$ cat config.mk
export PLATFORM = sky130hd
export DESIGN_NAME = gpio_mulcnt_seq
export DESIGN_NICKNAME = d
export VERILOG_FILES = /design/src/rtl/gpio_mulcnt_seq.sv
export SDC_FILE = /design/constraint.sdc
export NUM_CORES = 1
export LEC_CHECK = 0
export CAP_MARGIN = 20
export CORE_MARGIN = 4
export CORE_UTILIZATION = 52
export CTS_CLUSTER_DIAMETER = 80
export CTS_CLUSTER_SIZE = 24
export DETAILED_ROUTE_END_ITERATION = 16
export PLACE_DENSITY = 0.84
export SYNTH_ARGS = -nofsm -noshare
export SYNTH_HDL_FRONTEND = slang
export SYNTH_SLANG_ARGS = --single-unit
$ cat constraint.sdc
create_clock -name clk -period 2.8 [get_ports clk]
set_input_delay 0.56 -clock clk [delete_from_list [all_inputs] [get_ports clk]]
set_output_delay 0.56 -clock clk [all_outputs]
set_load 0.02 [all_outputs]
$ cat src/rtl/gpio_mulcnt_seq.sv
// Purpose: bus-mapped GPIO emulator computing A1*A2 by shift-add, then the popcount of the product.
// Latency: W/L/status/op_count update OP_W+RES_W+1 clk after the start edge (strobe rise to visible: OP_W+RES_W+2).
// Backpressure: none; starts and A1/A2 writes arriving while busy are dropped, reads always complete.
module gpio_mulcnt_seq #(
   parameter int          OP_W      = 24,
   parameter int          RES_W     = 32,
   parameter int          CNT_W     = 16,
   parameter logic [15:0] BASE_ADDR = 16'h0380
) (
   input  logic        clk,
   input  logic        n_reset,
   input  logic [15:0] saddress,
   input  logic        srd,
   input  logic        swr,
   input  logic [31:0] sdata_in,
   output logic [31:0] sdata_out,
   input  logic [31:0] gpio_in,
   input  logic        gpio_latch,
   output logic [31:0] gpio_out,
   output logic [31:0] gpio_in_s_insp
);

   // The accumulator must hold the full product and also be wide enough to slice RES_W bits.
   localparam int PW     = 2 * OP_W;
   localparam int AW     = (PW > RES_W) ? PW : RES_W;
   localparam int ONES_W = $clog2(RES_W + 1);
   localparam int IDX_W  = $clog2(RES_W + 1);

   localparam logic [15:0] ADDR_A1   = BASE_ADDR + 16'h0000;
   localparam logic [15:0] ADDR_A2   = BASE_ADDR + 16'h0008;
   localparam logic [15:0] ADDR_W    = BASE_ADDR + 16'h0010;
   localparam logic [15:0] ADDR_L    = BASE_ADDR + 16'h0018;
   localparam logic [15:0] ADDR_CTRL = BASE_ADDR + 16'h0020;

   typedef enum logic [1:0] {S_IDLE, S_MULT, S_COUNT, S_DONE} state_t;

   state_t              state_q, state_d;
   logic                srd_q, swr_q;
   logic [OP_W-1:0]     a1_q, a1_d, a2_q, a2_d;
   logic [RES_W-1:0]    w_q, w_d;
   logic [ONES_W-1:0]   l_q, l_d;
   logic [CNT_W-1:0]    cnt_q, cnt_d;
   logic                valid_q, valid_d, done_q, done_d, busy_q, busy_d;
   logic [AW-1:0]       acc_q, acc_d, mcand_q, mcand_d;
   logic [OP_W-1:0]     mplier_q, mplier_d;
   logic [RES_W-1:0]    res_q, res_d;
   logic [ONES_W-1:0]   ones_q, ones_d;
   logic [IDX_W-1:0]    idx_q, idx_d;
   logic [31:0]         sdata_out_q, sdata_out_d;
   logic [31:0]         gpio_in_s_q, gpio_in_s_d;
   logic [31:0]         rd_val;
   logic                rd_ev, wr_ev, idle, start;

   // Only the low OP_W bits of write data are stored; the rest are intentionally dropped.
   logic                unused_wdata;
   assign unused_wdata = ^sdata_in;

   assign rd_ev = srd & ~srd_q;
   assign wr_ev = swr & ~swr_q;
   assign idle  = (state_q == S_IDLE);
   assign start = wr_ev & (saddress == ADDR_CTRL) & idle;

   // Read mux: registers as they stand before any same-cycle write.
   always_comb begin
      rd_val = '0;
      case (saddress)
         ADDR_A1:   rd_val = 32'(a1_q);
         ADDR_A2:   rd_val = 32'(a2_q);
         ADDR_W:    rd_val = 32'(w_q);
         ADDR_L:    rd_val = 32'(l_q);
         ADDR_CTRL: rd_val = {29'b0, busy_q, done_q, valid_q};
         default:   rd_val = '0;
      endcase
   end

   // Next-state: FSM sequencing, multiply/popcount datapath, bus and GPIO registers.
   always_comb begin
      state_d     = state_q;
      a1_d        = a1_q;
      a2_d        = a2_q;
      w_d         = w_q;
      l_d         = l_q;
      cnt_d       = cnt_q;
      valid_d     = valid_q;
      done_d      = done_q;
      busy_d      = busy_q;
      acc_d       = acc_q;
      mcand_d     = mcand_q;
      mplier_d    = mplier_q;
      res_d       = res_q;
      ones_d      = ones_q;
      idx_d       = idx_q;
      sdata_out_d = sdata_out_q;
      gpio_in_s_d = gpio_latch ? gpio_in : gpio_in_s_q;

      if (rd_ev) sdata_out_d = rd_val;

      // Operand registers are frozen while an operation is in flight.
      if (wr_ev && idle && saddress == ADDR_A1) a1_d = sdata_in[OP_W-1:0];
      if (wr_ev && idle && saddress == ADDR_A2) a2_d = sdata_in[OP_W-1:0];

      case (state_q)
         S_IDLE: begin
            if (start) begin
               acc_d    = '0;
               mcand_d  = {{(AW-OP_W){1'b0}}, a1_q};
               mplier_d = a2_q;
               idx_d    = '0;
               busy_d   = 1'b1;
               done_d   = 1'b0;
               state_d  = S_MULT;
            end
         end
         S_MULT: begin
            if (mplier_q[0]) acc_d = acc_q + mcand_q;
            mcand_d  = mcand_q << 1;
            mplier_d = mplier_q >> 1;
            idx_d    = idx_q + 1'b1;
            if (idx_q == IDX_W'(OP_W - 1)) begin
               // Product is final after this step; hand its low RES_W bits to the popcount shifter.
               res_d   = acc_d[RES_W-1:0];
               ones_d  = '0;
               idx_d   = '0;
               state_d = S_COUNT;
            end
         end
         S_COUNT: begin
            res_d  = res_q >> 1;
            ones_d = ones_q + {{(ONES_W-1){1'b0}}, res_q[0]};
            idx_d  = idx_q + 1'b1;
            if (idx_q == IDX_W'(RES_W - 1)) state_d = S_DONE;
         end
         S_DONE: begin
            w_d     = acc_q[RES_W-1:0];
            l_d     = ones_q;
            // Shift is zero whenever the product cannot exceed RES_W bits.
            valid_d = ((acc_q >> RES_W) == '0);
            done_d  = 1'b1;
            busy_d  = 1'b0;
            cnt_d   = cnt_q + 1'b1;
            state_d = S_IDLE;
         end
         default: state_d = S_IDLE;
      endcase
   end

   // State and strobe-history registers.
   always_ff @(posedge clk or negedge n_reset) begin
      if (!n_reset) begin
         state_q <= S_IDLE;
         srd_q   <= 1'b0;
         swr_q   <= 1'b0;
      end else begin
         state_q <= state_d;
         srd_q   <= srd;
         swr_q   <= swr;
      end
   end

   // Datapath and architectural registers; reset aborts any operation in flight.
   always_ff @(posedge clk or negedge n_reset) begin
      if (!n_reset) begin
         a1_q        <= '0;
         a2_q        <= '0;
         w_q         <= '0;
         l_q         <= '0;
         cnt_q       <= '0;
         valid_q     <= 1'b1;
         done_q      <= 1'b0;
         busy_q      <= 1'b0;
         acc_q       <= '0;
         mcand_q     <= '0;
         mplier_q    <= '0;
         res_q       <= '0;
         ones_q      <= '0;
         idx_q       <= '0;
         sdata_out_q <= '0;
         gpio_in_s_q <= '0;
      end else begin
         a1_q        <= a1_d;
         a2_q        <= a2_d;
         w_q         <= w_d;
         l_q         <= l_d;
         cnt_q       <= cnt_d;
         valid_q     <= valid_d;
         done_q      <= done_d;
         busy_q      <= busy_d;
         acc_q       <= acc_d;
         mcand_q     <= mcand_d;
         mplier_q    <= mplier_d;
         res_q       <= res_d;
         ones_q      <= ones_d;
         idx_q       <= idx_d;
         sdata_out_q <= sdata_out_d;
         gpio_in_s_q <= gpio_in_s_d;
      end
   end

   assign sdata_out      = sdata_out_q;
   assign gpio_out       = 32'(cnt_q);
   assign gpio_in_s_insp = gpio_in_s_q;

endmodule

== After elaboration in Yosys (flattened, before gate mapping) ==
Index checks and enable logic that the tools add are counted.
W data, S select, Z words.
Operators by class
  equal/unequal tests: 14
  bitwise gates (word level): 6
  multiplexer cells: 23
  $add $sub $neg: 4
  reductions and logical operators: 15
Operator list (count)
  $pmux W48 S2: 2
  $pmux W32 S5: 1
  $mux W48: 3
  $eq A16 B10 Y1 const B: 5
  $pmux W32 S2: 1
  $add A48 B48 Y48: 1
  $logic_not A48 Y1: 1
  $pmux W24 S2: 1
  $mux W32: 1
  $mux W24: 1
  $mux W6: 3
  $pmux W6 S3: 1
  $add A16 B1 Y16 const B: 1
  $eq A6 B5 Y1 const B: 2
  $pmux W6 S2: 1
  $pmux W2 S4: 1
  $reduce_and A2 Y1: 4
  $add A6 B1 Y6: 1
  $add A6 B1 Y6 const B: 1
  $mux W2: 3
  $ne A2 B2 Y1 const B: 3
  $reduce_and A3 Y1: 2
  $reduce_bool A2 Y1: 3
  $and A1 B1 Y1: 4
  other kinds (9): 15
Storage, ports and cells
  flip-flop bits (word level): 337
  output and inout bits: 96
  input port bits: 85
  word-level logic and storage cells: 82

== Depth between registers and ports, before layout ==
  depth after elaboration: 6
  depth in mapped cells: 12
  gate-level depth less buffers: 11

== Worst setup path after synthesis ==
No wires, ideal clock.
  path type: input to register
  start: input port saddress[11]
  end: register acc_q[45]
  library setup time: 126 ps
  stages: 11
  setup slack: -188 ps
  path buffers: 4
  arrival: 2862 ps
  data required time: 2674 ps
  path through: nor4b_1 > nand4b_1 > or3_1 > buf_2 > or3_1 > buf_4 > a21boi_4 > buf_4 > a21o_1 > buf_6 > a221o_1
On the way
  cells in the longest elaborated chain, start to end: 5
Ends and longest elaborated chain
  start, declared: line 12  | input logic [15:0] saddress,
  $eq A16 B10 Y1: line 61  | assign start = wr_ev & (saddress == ADDR_CTRL) & idle;
  $and A1 B1 Y1 (2 in a row): line 61
  $ne A2 B1 Y1 (no source line)
  $reduce_and A3 Y1 (no source line)
  end signal, assigned: line 171  | acc_q <= '0;
  end signal, assigned: line 188  | acc_q <= acc_d;
  end, declared: line 44  | logic [AW-1:0] acc_q, acc_d, mcand_q, mcand_d;
No other way between the ends.
A chain may end at the register's enable or synchronous reset.

== Worst setup path after layout ==
  start: register acc_q[1]
  end: register res_q[26]
On the way
  cells in the longest elaborated chain, start to end: 4
Ends and longest elaborated chain
  $add A48 B48 Y48: line 115  | if (mplier_q[0]) acc_d = acc_q + mcand_q;
  $mux W48: line 115
  $mux W32: line 119  | if (idx_q == IDX_W'(OP_W - 1)) begin
  $pmux W32 S2: line 102  | case (state_q)
  end signal, assigned: line 191  | res_q <= res_d;
  end, declared: line 46  | logic [RES_W-1:0] res_q, res_d;
No other way between the ends. The select of a mux whose other input is x is not followed.

==> impl_metrics.py <==
metrics = {
    "detailed_routing": {
        "dr.pass1.iters": 7,
        "drc": 0,
        "detail-route-antenna-nets": 0,
        "wl_um": 44700,
        "drt-initial-drc-count": 1198,
        "via_per_inst": 5.92,
        "num_vias": 13900,
        "wire_per_inst_um": 19.0,
    },
    "cts": {
        "path_clk_slew_ns": 0.10,
        "cts_sinks": 337,
        "clock_latency_ns": 0.53,
        "cts_tree": "done",
        "cts_htree_levels": 1,
        "ctsRootBufferMaster": "clkbuf_16",
        "numCtsBuffers": 18,
        "clock_path_buffers": 3,
        "cts_hold_buf": 0,
    },
    "critical_path": {
        "cp-start-kind": "register",
        "crit_type": "reg -> reg",
        "timing.rr.start": "acc_q[1]$_DFFE_PN0P_",
        "crit_start": "acc_q[1]$_DFFE_PN0P_",
        "endpoint_kind": "register",
        "crit_fanout": 4,
        "required_ns": 3.22,
        "cp.arrival_ns": 3.34,
    },
    "hold_path": {
        "worstHoldPathType": "in -> async",
    },
    "yosys": {
        "synth_area_mm2": 0.0170,
        "synth_top_area_share_pct": 49.4,
        "synth_area_leader_cell": "dfrtp_1",
        "synth_cell_type_count": 63,
        "synth_compound_area_share_pct": 14.9,
        "syn_inst": 1660,
        "postSynthAreaPerCell_um2": 10.2,
        "synth-simple-area-share_pct": 12.0,
        "synth_top_family_by_area": "compound AO/OA/AOI/OAI gates",
        "synth_mux_area_share_pct": 12.9,
        "ys_seq_elements": 337,
        "synth_edf_count": 0,
        "ys_top_cells_by_area": "dfrtp_1 49%, mux2_2 8.6%, o21ai_0 5.6%",
        "synthAdderAreaFrac_pct": 4.16,
        "synth_xor_area_share_pct": 2.94,
        "ys.flop_type": "dfrtp_1",
        "yosys_warnings": 0,
        "synthArstFlopShare_pct": 100,
        "seq_area_frac_synth_pct": 49.6,
    },
    "floorplan": {
        "die_x_um": 189,
        "die-area_mm2": 0.0357,
        "dieHeight_um": 189,
        "core_region_area_mm2": 0.0319,
        "fp-row-count": 65,
        "ios": 181,
        "initial_core_util_pct": 53.3,
    },
    "pwr": {
        "power.leakage_nw": 9.65,
        "peakVddDrop_mv": 0.727,
        "power_mw": 11.3,
        "p_per_area_mw_per_mm2": 532,
    },
    "placement": {
        "placed_cell_area_mm2": 0.0200,
        "io_buffer_count": 156,
        "dpl.hpwl_um": 31100,
        "gp_congestion": 0.947,
        "place_inst": 2306,
    },
    "sta": {
        "timing.final.hold_violations": 0,
        "relSlewSlack_pct": 51.7,
        "setup_viol": 10,
        "final_max_slew_viol_count": 0,
        "fin_skew_ns": 0.0199,
        "rsz0062_at_grt": "yes",
        "fin_crit_ns": 2.92,
        "timing.fmax_mhz": 342,
        "fin_crit_sh_pct": 104,
        "finalHoldWorstSlack_ns": 0.0305,
        "tightest_slew_ns": 0.724,
        "layout_setup_ws_ns": -0.120,
    },
    "layout": {
        "area_growth_pct": 24.4,
        "fin_area_mm2": 0.0212,
        "layout_commonest_cell": "dfrtp_1",
        "final_cell_mix": "334 x dfrtp_1, 246 x nand2_1, 167 x o21ai_0, 159 x buf_4, 155 x clkdlybuf4s50_1",
        "final_util_pct": 66.4,
        "n_antenna_cell": 0,
        "layout-drive-gt1-share_pct": 21.6,
        "nets": 2048,
        "fin_cells": 2349,
    },
    "global_route": {
        "grt_pass1_wl_um": 72200,
        "grt_overflow": 0,
        "grt_max_degree": 95,
        "antenna_found_initial": 0,
        "grt_util_all_layers_pct": 24.0,
        "grt_pass1_vias": 14300,
    },
    "run_status": {
        "status": "complete, but fails checks",
        "violations": "negative setup slack",
    },
    "flow_run": {
        "maxCapViolCount": 0,
    },
}
[state kept, by name, indices dropped and copies added (netlist names)]
name and flops:
state_q 2, a2_q 24, cnt_q 16, a1_q 24
res_q 32, l_q 6, busy_q 1, valid_q 1
gpio_in_s_insp 32, idx_q 6, srd_q 1, swr_q 1
ones_q 6, done_q 1, w_q 32, mcand_q 48
sdata_out 32, acc_q 48, mplier_q 24
[synthesized netlist by cell type, types with 14 or more instances]
master / count
buf_4: 18
xor2_1: 24
a21o_1: 24
clkbuf_1: 80
nand4_1: 18
inv_1: 18
nand3_1: 61
buf_1: 14
nor2b_1: 14
a222oi_1: 21
nor2_1: 62
ha_1: 55
mux2_2: 130
dfrtp_1: 336
nand2_1: 250
xnor2_1: 33
a21oi_1: 78
o21ai_0: 189
mux2i_1: 73
[kinds of logic (layout without fill, tap and decap cells)]
logic type | count (synthesis) | after routing
AND/OR/NAND/NOR | 461 | 461
XOR/XNOR | 57 | 57
adder cells (fa/ha/maj) | 56 | 56
buffers and inverters | 136 | 375
multiplexers | 203 | 203
AO/OA/AOI/OAI | 409 | 409
other | 1 | 16
flip-flops | 337 | 337
[layout make-up]
| type | instances | area, µm² |
|---|---|---|
| clock buffers | 24 | 504 |
| clock inverters | 3 | 55.1 |
| fillers | 2319 | 10700 |
| inverters | 18 | 67.6 |
| multi-input cells | 1202 | 8540 |
| flip-flops and latches | 337 | 8440 |
| well taps | 435 | 544 |
| repair buffers | 330 | 3010 |
[routing by layer]
metal / wire length [µm] / vias to the layer above / track usage [%]
li1: - / 6408 / -
met4: 854 / 0 / 5.80
met2: 22700 / 441 / 42.1
met5: 0 / - / 0
met1: 18800 / 6986 / 32.1
met3: 2300 / 64 / 2.91
[power by group]
part | total, mW | internal [mW] | switching, mW
sequential | 5.27 | 5.09 | 0.173
clock | 3.00 | 1.38 | 1.62
combinational | 2.99 | 1.10 | 1.89
total | 11.3 | 7.58 | 3.68
[critical path, cell delays in order, from the launching register on]
cell and delay, ns:
dfrtp_2 0.47, buf_6 0.14, fa_2 0.40, a21oi_4 0.17
o21ai_2 0.08, a41o_1 0.32, and3_4 0.25, o21ai_4 0.15
o21bai_1 0.09, xor2_1 0.18, mux2_4 0.27, a221o_1 0.29
[final timing paths]
check                      slack, ns                    end  depth (start not counted)
max                            -0.12  res_q[26]$_DFFE_PN0P_                         11
min                             0.03    w_q[16]$_DFFE_PN0P_                          1
max reg2reg                    -0.12  res_q[26]$_DFFE_PN0P_                         11
min reg2reg                     0.48  cnt_q[15]$_DFFE_PN0P_                          1
max in group asynchronous       1.93   acc_q[1]$_DFFE_PN0P_                          2
min in group clk                0.48  cnt_q[15]$_DFFE_PN0P_                          1
[stage by stage]
stage                     setup slack, ns  setup TNS, ns
after floorplan                   -0.0849        -0.0849
after global placement             -0.387         -45.15
after detailed placement           -0.510         -57.54
after CTS                         -0.0290        -0.0501
after global routing               -0.173          -2.23
final                              -0.120         -0.453
[repair_timing]
item / 4_1_cts / 5_1_grt
setup endpoints to repair: 30 / 84
pin swaps: 16 / 46
setup buffers: 2 / 15
resized for setup: 37 / 74
Note: power is estimated with default switching activity, not from simulation.
